[src/rtl/dmem_arbiter.sv]
// ---------------------------------------------------------------------------
// dmem_arbiter
//
// Lets the core's load/store port (port 0) and the program loader/debug
// port (port 1) share the single-ported data memory. Only one transaction
// is in flight at a time. Requests that are misaligned or outside the memory
// are answered with an error and never reach the memory.
//
// Parameters
//   MEM_WORDS     number of 32-bit words behind the arbiter
//   READ_LATENCY  cycles from the MemRead edge to valid read_data (1..7)
//
// Ports
//   clock, reset            single rising-edge clock, async active-high reset
//   pX_req/we/addr/wdata    request from port X, held until its ack
//   pX_ack                  one-cycle completion pulse for port X
//   pX_err                  valid with pX_ack, 1 = access rejected
//   pX_rdata                last successful read result of port X
//   busy                    high whenever a transaction is being handled
//   MemRead/MemWrite        memory strobes, high only in the ACCESS cycle
//   endereco/write_data     memory address and write data (held between uses)
//   read_data               memory read data
// ---------------------------------------------------------------------------
module dmem_arbiter #(
  parameter int MEM_WORDS    = 256,
  parameter int READ_LATENCY = 1
) (
  input  logic        clock,
  input  logic        reset,
  input  logic        p0_req,
  input  logic        p0_we,
  input  logic [31:0] p0_addr,
  input  logic [31:0] p0_wdata,
  input  logic        p1_req,
  input  logic        p1_we,
  input  logic [31:0] p1_addr,
  input  logic [31:0] p1_wdata,
  output logic        p0_ack,
  output logic        p0_err,
  output logic [31:0] p0_rdata,
  output logic        p1_ack,
  output logic        p1_err,
  output logic [31:0] p1_rdata,
  output logic        busy,
  output logic        MemRead,
  output logic        MemWrite,
  output logic [31:0] endereco,
  output logic [31:0] write_data,
  input  logic [31:0] read_data
);

  typedef enum logic [1:0] {
    IDLE,
    ACCESS,
    WAIT,
    RESP
  } state_t;

  localparam logic [29:0] WORD_LIMIT = 30'(MEM_WORDS);
  localparam logic [2:0]  LATENCY    = 3'(READ_LATENCY);

  state_t      state;
  state_t      next_state;

  logic        any_req;
  logic        sel_port;
  logic        sel_we;
  logic [31:0] sel_addr;
  logic [31:0] sel_wdata;
  logic        sel_err;

  logic        grant;
  logic        last;
  logic        lat_we;
  logic        lat_err;
  logic [2:0]  wait_cnt;

  // Request selection. With both ports asking, the one that was not served
  // last wins; a lone requester always wins. The error check is done on the
  // request being granted so that a rejected access can be answered in the
  // very next cycle without touching the memory.
  always_comb begin
    any_req = p0_req | p1_req;
    if (p0_req && p1_req)
      sel_port = ~last;
    else
      sel_port = p1_req;
    sel_we    = sel_port ? p1_we    : p0_we;
    sel_addr  = sel_port ? p1_addr  : p0_addr;
    sel_wdata = sel_port ? p1_wdata : p0_wdata;
    sel_err   = (sel_addr[1:0] != 2'b00) || (sel_addr[31:2] >= WORD_LIMIT);
  end

  // State register. Reset forces IDLE at once, which also drops the strobes
  // and busy through the output decode; an in-flight transaction is lost.
  always_ff @(posedge clock or posedge reset) begin
    if (reset)
      state <= IDLE;
    else
      state <= next_state;
  end

  // Next-state decode. ACCESS and RESP always last one cycle; WAIT runs
  // until the latency counter reaches its final cycle.
  always_comb begin
    next_state = state;
    case (state)
      IDLE: begin
        if (any_req)
          next_state = sel_err ? RESP : ACCESS;
      end
      ACCESS: begin
        next_state = lat_we ? RESP : WAIT;
      end
      WAIT: begin
        if (wait_cnt == 3'd1)
          next_state = RESP;
      end
      RESP: begin
        next_state = IDLE;
      end
      default: begin
        next_state = IDLE;
      end
    endcase
  end

  // Transaction registers. The grant edge captures the granted request;
  // the memory address/data registers are only loaded for accesses that
  // will really be issued, so a rejected request leaves them untouched.
  // Read data is taken only on the last WAIT cycle, into the requester's
  // own result register.
  always_ff @(posedge clock or posedge reset) begin
    if (reset) begin
      grant      <= 1'b0;
      last       <= 1'b1;
      lat_we     <= 1'b0;
      lat_err    <= 1'b0;
      wait_cnt   <= 3'd0;
      endereco   <= 32'd0;
      write_data <= 32'd0;
      p0_rdata   <= 32'd0;
      p1_rdata   <= 32'd0;
    end else begin
      case (state)
        IDLE: begin
          if (any_req) begin
            grant   <= sel_port;
            last    <= sel_port;
            lat_we  <= sel_we;
            lat_err <= sel_err;
            if (!sel_err) begin
              endereco   <= sel_addr;
              write_data <= sel_wdata;
            end
          end
        end
        ACCESS: begin
          if (!lat_we)
            wait_cnt <= LATENCY;
        end
        WAIT: begin
          wait_cnt <= wait_cnt - 3'd1;
          if (wait_cnt == 3'd1) begin
            if (grant)
              p1_rdata <= read_data;
            else
              p0_rdata <= read_data;
          end
        end
        default: begin
        end
      endcase
    end
  end

  // Output decode. Strobes exist only in ACCESS and are mutually exclusive
  // by construction; ack/err go to the granted port only in RESP.
  always_comb begin
    busy     = (state != IDLE);
    MemRead  = 1'b0;
    MemWrite = 1'b0;
    p0_ack   = 1'b0;
    p1_ack   = 1'b0;
    p0_err   = 1'b0;
    p1_err   = 1'b0;
    if (state == ACCESS) begin
      MemWrite = lat_we;
      MemRead  = ~lat_we;
    end
    if (state == RESP) begin
      p0_ack = ~grant;
      p1_ack = grant;
      p0_err = ~grant & lat_err;
      p1_err = grant & lat_err;
    end
  end

endmodule

[config.mk]
export PLATFORM = sky130hd
export DESIGN_NAME = dmem_arbiter
export DESIGN_NICKNAME = d
export VERILOG_FILES = /design/src/rtl/dmem_arbiter.sv
export SDC_FILE = /design/constraint.sdc
export NUM_CORES = 1
export LEC_CHECK = 0
export ABC_AREA = 1
export CAP_MARGIN = 20
export CORE_UTILIZATION = 30
export CTS_CLUSTER_DIAMETER = 40
export CTS_CLUSTER_SIZE = 8
export DETAILED_ROUTE_END_ITERATION = 12
export GPL_ROUTABILITY_DRIVEN = 0
export HOLD_SLACK_MARGIN = 0.12
export SETUP_SLACK_MARGIN = 0.3
export SYNTH_ARGS = -nofsm -noshare
export SYNTH_HDL_FRONTEND = slang
export SYNTH_SLANG_ARGS = --single-unit
[constraint.sdc]
create_clock -name clock -period 3.9 [get_ports clock]
set_input_delay 0.39 -clock clock [delete_from_list [all_inputs] [get_ports clock]]
set_output_delay 0.39 -clock clock [all_outputs]
set_load 0.02 [all_outputs]
* After elaboration in Yosys (flattened, before gate mapping)
Index checks and enable logic that the tools add are counted.
** Operators by class
- Add/subtract/negate cells :: 1
- Multiply operators :: 0
- Div/mod/pow operators :: 0
- Magnitude comparators :: 1
- Equal/unequal tests :: 7
- Shift-type cells :: 0
- Muxes and demuxes :: 17
- Bitwise logic cells :: 7
- Reductions and logical operators :: 12
** Operator list (number)
- $mux W32 :: 2
- $ge A30 B9 Y1 const B :: 1
- $mux W1 :: 9
- $reduce_and A3 Y1 :: 3
- $pmux W2 S4 :: 1
- $mux W2 :: 3
- $ne A2 B2 Y1 const B :: 3
- $pmux W3 S2 :: 1
- $reduce_and A2 Y1 :: 3
- $reduce_bool A2 Y1 :: 3
- $eq A2 B2 Y1 const B :: 2
- $not A1 Y1 :: 4
- $eq A3 B1 Y1 const B :: 1
- $mux W3 :: 1
- $sub A3 B1 Y3 const B :: 1
- $and A1 B1 Y1 :: 2
- $eq A2 B1 Y1 const B :: 1
- $logic_not A2 Y1 :: 1
- $logic_and A1 B1 Y1 :: 1
- $logic_or A1 B1 Y1 :: 1
- $or A1 B1 Y1 :: 1
** Storage, ports and cells
- Flip-flop bits (word level) :: 137
- Latch bits :: 0
- RAM bits :: 0
- Memory bits (read-only) :: 0
- Word-level logic and storage cells :: 55
- Memories kept :: 0

* Depth between registers and ports, before layout
- Depth in word-level cells :: 8
- Mapped depth :: 14
- Gate-level depth less buffers :: 11

* Worst setup path before layout
No wires, ideal clock.
- Kind :: register to register
- Start :: register last
- End :: register endereco[2]
- Setup time :: 0.117 ns
- Arrival time :: 1.830 ns
- Required time :: 3.783 ns
- Slack :: 1.952 ns
- Cell stages (with the launch flop) :: 15
- Path buffers :: 3
- Clock period less this slack :: 1.948 ns
- Path through :: dfstp_2 nand2_1 nand2_1 buf_4 buf_6 nand2_1 nand2_1 nand2_1 nor2_1 nand2_1 nor2_4 nand3_4 buf_2 nand2_1 nand2_1
** Between the ends
- Word-level cells in the longest chain between the ends :: 7
- Elaborated cells between the ends (all ways) :: 8
** RTL lines
- start, declared :: RTL line 73 : logic last;
- start signal, assigned :: RTL line 149 : last <= sel_port;
- $not A1 Y1 * :: RTL line 85 : sel_port = ~last;
- $mux W1 * :: RTL line 84 : if (p0_req && p1_req)
- $mux W32 * :: RTL line 89 : sel_addr = sel_port ? p1_addr : p0_addr;
- $ge A30 B9 Y1 or $reduce_bool A2 Y1 (tied branches) :: RTL line 91 : sel_err = (sel_addr[1:0] != 2'b00) || (sel_addr[31:2] >= WORD_LIMIT);
- $logic_or A1 B1 Y1 :: RTL line 91
- $not A1 Y1 (no line)
- $reduce_and A3 Y1 (no line)
- end signal, assigned :: RTL line 153 : endereco <= sel_addr;
- end, declared :: RTL line 47 : output logic [31:0] endereco,
Mark *: on every way between the ends. The rest lies on a longest branch, timed or not.
A chain may end at the register's enable or synchronous reset.

* Final worst setup path
- Start :: register last
- End :: register endereco[22]
The elaborated chain is that of the path after synthesis.

==> impl_metrics.csv <==
group,metric,value,unit
worst_setup_path,crit_path_top_delay_cell,"dfstp_2",
synth,synth-seq-cells,137,
worst_setup_path,crit_family,"buffers and inverters",
detailed_routing,ant_nets,0,
detailed_routing,vias,5992,
worst_setup_path,cp.depth,13,
sta,fin_tns_setup,0,ns
cts,clk_pin_slew_worst_paths,0.06,ns
worst_setup_path,critPathKind,"register to register",
grt,grt_antenna_before_repair,0,
synth,synth_fp_nets,974,
cts,clock_latency,0.41,ns
sta,rsz0062_at_grt,"no",
worst_setup_path,worst-path-buf-inv,4,
cts,clock-sinks,137,
grt,grt-ovfl-total,0,
detailed_routing,wl,19.3,mm
sta,period_minus_slack,2.59,ns
worst_setup_path,cpPeakStageDelay,0.53,ns
cells_and_area,final_cell_count_no_fill,1371,
sta,hold_viol,0,
sta,post-route-period-util,0.664,
cells_and_area,antennaDiodeCount,0,
sta,layout_setup_ws,1.31,ns
grt,first_global_vias,5748,
pwr,p_leak,0.00512,uW
detailed_routing,route.detailed.drc,0,
detailed_routing,wl_per_cell,14.1,um
sta,fmax,386,MHz
sta,slew_headroom,0.453,
worst_setup_path,path_cells,"nand2_1, buf_4, nand2_2, buf_4, nand2_1, nand2_1, nor2_1, nand2_1, nor2_4, nand3_4, buf_4, nand2_1, inv_2",
min_path,holdPathStages,2,
detailed_routing,drtIter0Drc,223,
pwr,total_power,6010,uW
min_path,holdCritPathClass,"register to register",
die,coreArea,20400,sq um
grt,grt_pass1_wl,30.5,mm
synth,synth_area,6300,sq um
synth,synth_area_leader_cell,"dfrtp_1",
cells_and_area,layout.nets,1261,
grt,grt_max_degree,65,
worst_setup_path,r2r_cells,13,
worst_setup_path,path_common_cell,"nand2_1",
synth,synth.avg_cell_area,7.86,sq um
cts,ctsHoldBuffers,0,
sta,slew_viol_final,0,
sta,finalSetupViolations,0,
worst_setup_path,critPathRequiredTime,4.25,ns
cts,clockBufferDepth,2,
worst_setup_path,cp-end-kind,"register",
die,die_h,147,um
cts,cts_repair_resize_count,0,
pwr,vdd_drop_max,0.272,mV
grt,grtUsageTotal,0.181,
cells_and_area,area_delta_synth_final,61.5,%
die,die_area,21600,sq um
pwr,power_density,591,nW/um^2
die,initial_core_util,0.309,
sta,skew,0.00620,ns
detailed_routing,first_pass_iters,5,
sta,tightest_slew,0.819,ns
job,max-cap-violations,0,
cts,cts_root_buf,"clkbuf_16",
synth,synth_area_leaders,"dfrtp_1 (54%), nand2_1 (22%), o21ai_0 (5.6%), nand4_1 (4.0%), inv_1 (3.9%)",
placed_design,port_buffers,300,
placed_design,dpl.cell_count,1340,
cts,cts_tree,"built",
synth,yosys_warnings,0,
die,die_x,147,um
synth,synth.distinct_cells,23,
worst_setup_path,start_kind,"register",
placed_design,pre_cts_slack,0.923,ns
sta,hold_ws,0.462,ns
placed_design,hpwl,14.2,mm
detailed_routing,via_per_inst,4.37,
run_status,outcome,"completed",
die,ios,301,
cts,cts_max_level,4,
worst_setup_path,crit_arrival,2.94,ns
synth,synthCells,802,
die,core.rowCount,52,
cts,post_cts_buffers,0,
cells_and_area,layout-drive-gt1-share,0.0663,
cts,cts_inserted_buffers,17,
synth,synth_top_area_frac,0.540,
synth,synth-seq-area-share,0.544,
worst_setup_path,crit_fanout,64,
registers in the layout (all words and copies together), names as in the netlist, 2 cells and up:
signal      flops
wait_cnt        3
state           2
endereco       32
p0_rdata       32
p1_rdata       32
write_data     32
synth_stat cells:
cell      number
a21oi_1        4
o22ai_1        1
inv_1         66
nand4_1       40
buf_6          2
xor2_1         1
buf_2         18
inv_2         20
dfstp_2        1
nor2_1        19
nand3_1        5
o21ai_0       70
nand2_1      370
ha_1           6
nor2_4         2
buf_4          1
nor3_1         2
nand3b_1      12
a31oi_1        1
nand3_4        1
clkbuf_1      20
buf_1          4
dfrtp_1      136
logic make-up (layout without fill, tap and decap cells):
group	after synthesis	after routing	share of synthesized area
AOI/OAI and AO/OA	76	76	0.0607
xor gates and xnor gates	1	1	0.00139
adders and majority gates	6	6	0.0119
buffers and inverters	131	430	0.0845
DFF	137	137	0.544
and+or+nand+nor	451	451	0.297
cells in the final DEF, fill, tap and decap left out, types with 4 or more instances in the layout:
| master | instances |
|---|---|
| dfrtp_1 | 136 |
| nor2_1 | 18 |
| buf_4 | 11 |
| inv_1 | 65 |
| nand2_1 | 369 |
| o21ai_0 | 70 |
| ha_1 | 6 |
| clkdlybuf4s50_1 | 300 |
| nand4_1 | 40 |
| clkbuf_16 | 17 |
| a21oi_1 | 4 |
| nand3b_1 | 12 |
| inv_2 | 20 |
worst paths after layout:
path                                    from        endpoint  slack, ns
worst min-delay path            endereco[29]    endereco[29]       0.46
worst min register to register  endereco[29]    endereco[29]       0.46
worst max register to register          last    endereco[22]       1.31
worst max-delay path                    last    endereco[22]       1.31
max in group asynchronous              reset  write_data[24]       2.64
min in group asynchronous              reset    p0_rdata[19]       0.49
stage by stage:
step	area [sq um]	utilization
final	10200	0.498
after global routing	10200	0.498
after CTS	10200	0.498
after detailed placement	9580	0.469
after global placement	9580	0.469
after floorplan	6310	-
report_power, final:
group / switching [uW] / total, uW / internal (uW)
clock: 624 / 1630 / 1010
combinational: 1300 / 2360 / 1060
sequential: 207 / 2020 / 1820
total: 2130 / 6010 / 3890
area by class of cell:
cell class,instances,area (sq um)
fillers,1974,10200
flip-flops and latches,137,3430
repair buffers,313,3130
multi-input cells,534,2360
clock buffers,17,425
well taps,270,338
inverters,86,327
clock inverters,14,173
routing by layer:
layer / track usage / routed length, um
met5: 0 / 0
met2: 0.274 / 8530
met3: 0.0686 / 1790
met4: 0.0588 / 310
met1: 0.238 / 8650
tightest hold or removal path, delay by kind of cell, from the launching register on:
family | cells | cell delay (ns)
flip-flops | 1 | 0.34
AND/OR/NAND/NOR | 1 | 0.05
buffers and inverters | 1 | 0.04
Note: power is estimated with default switching activity, not from simulation.
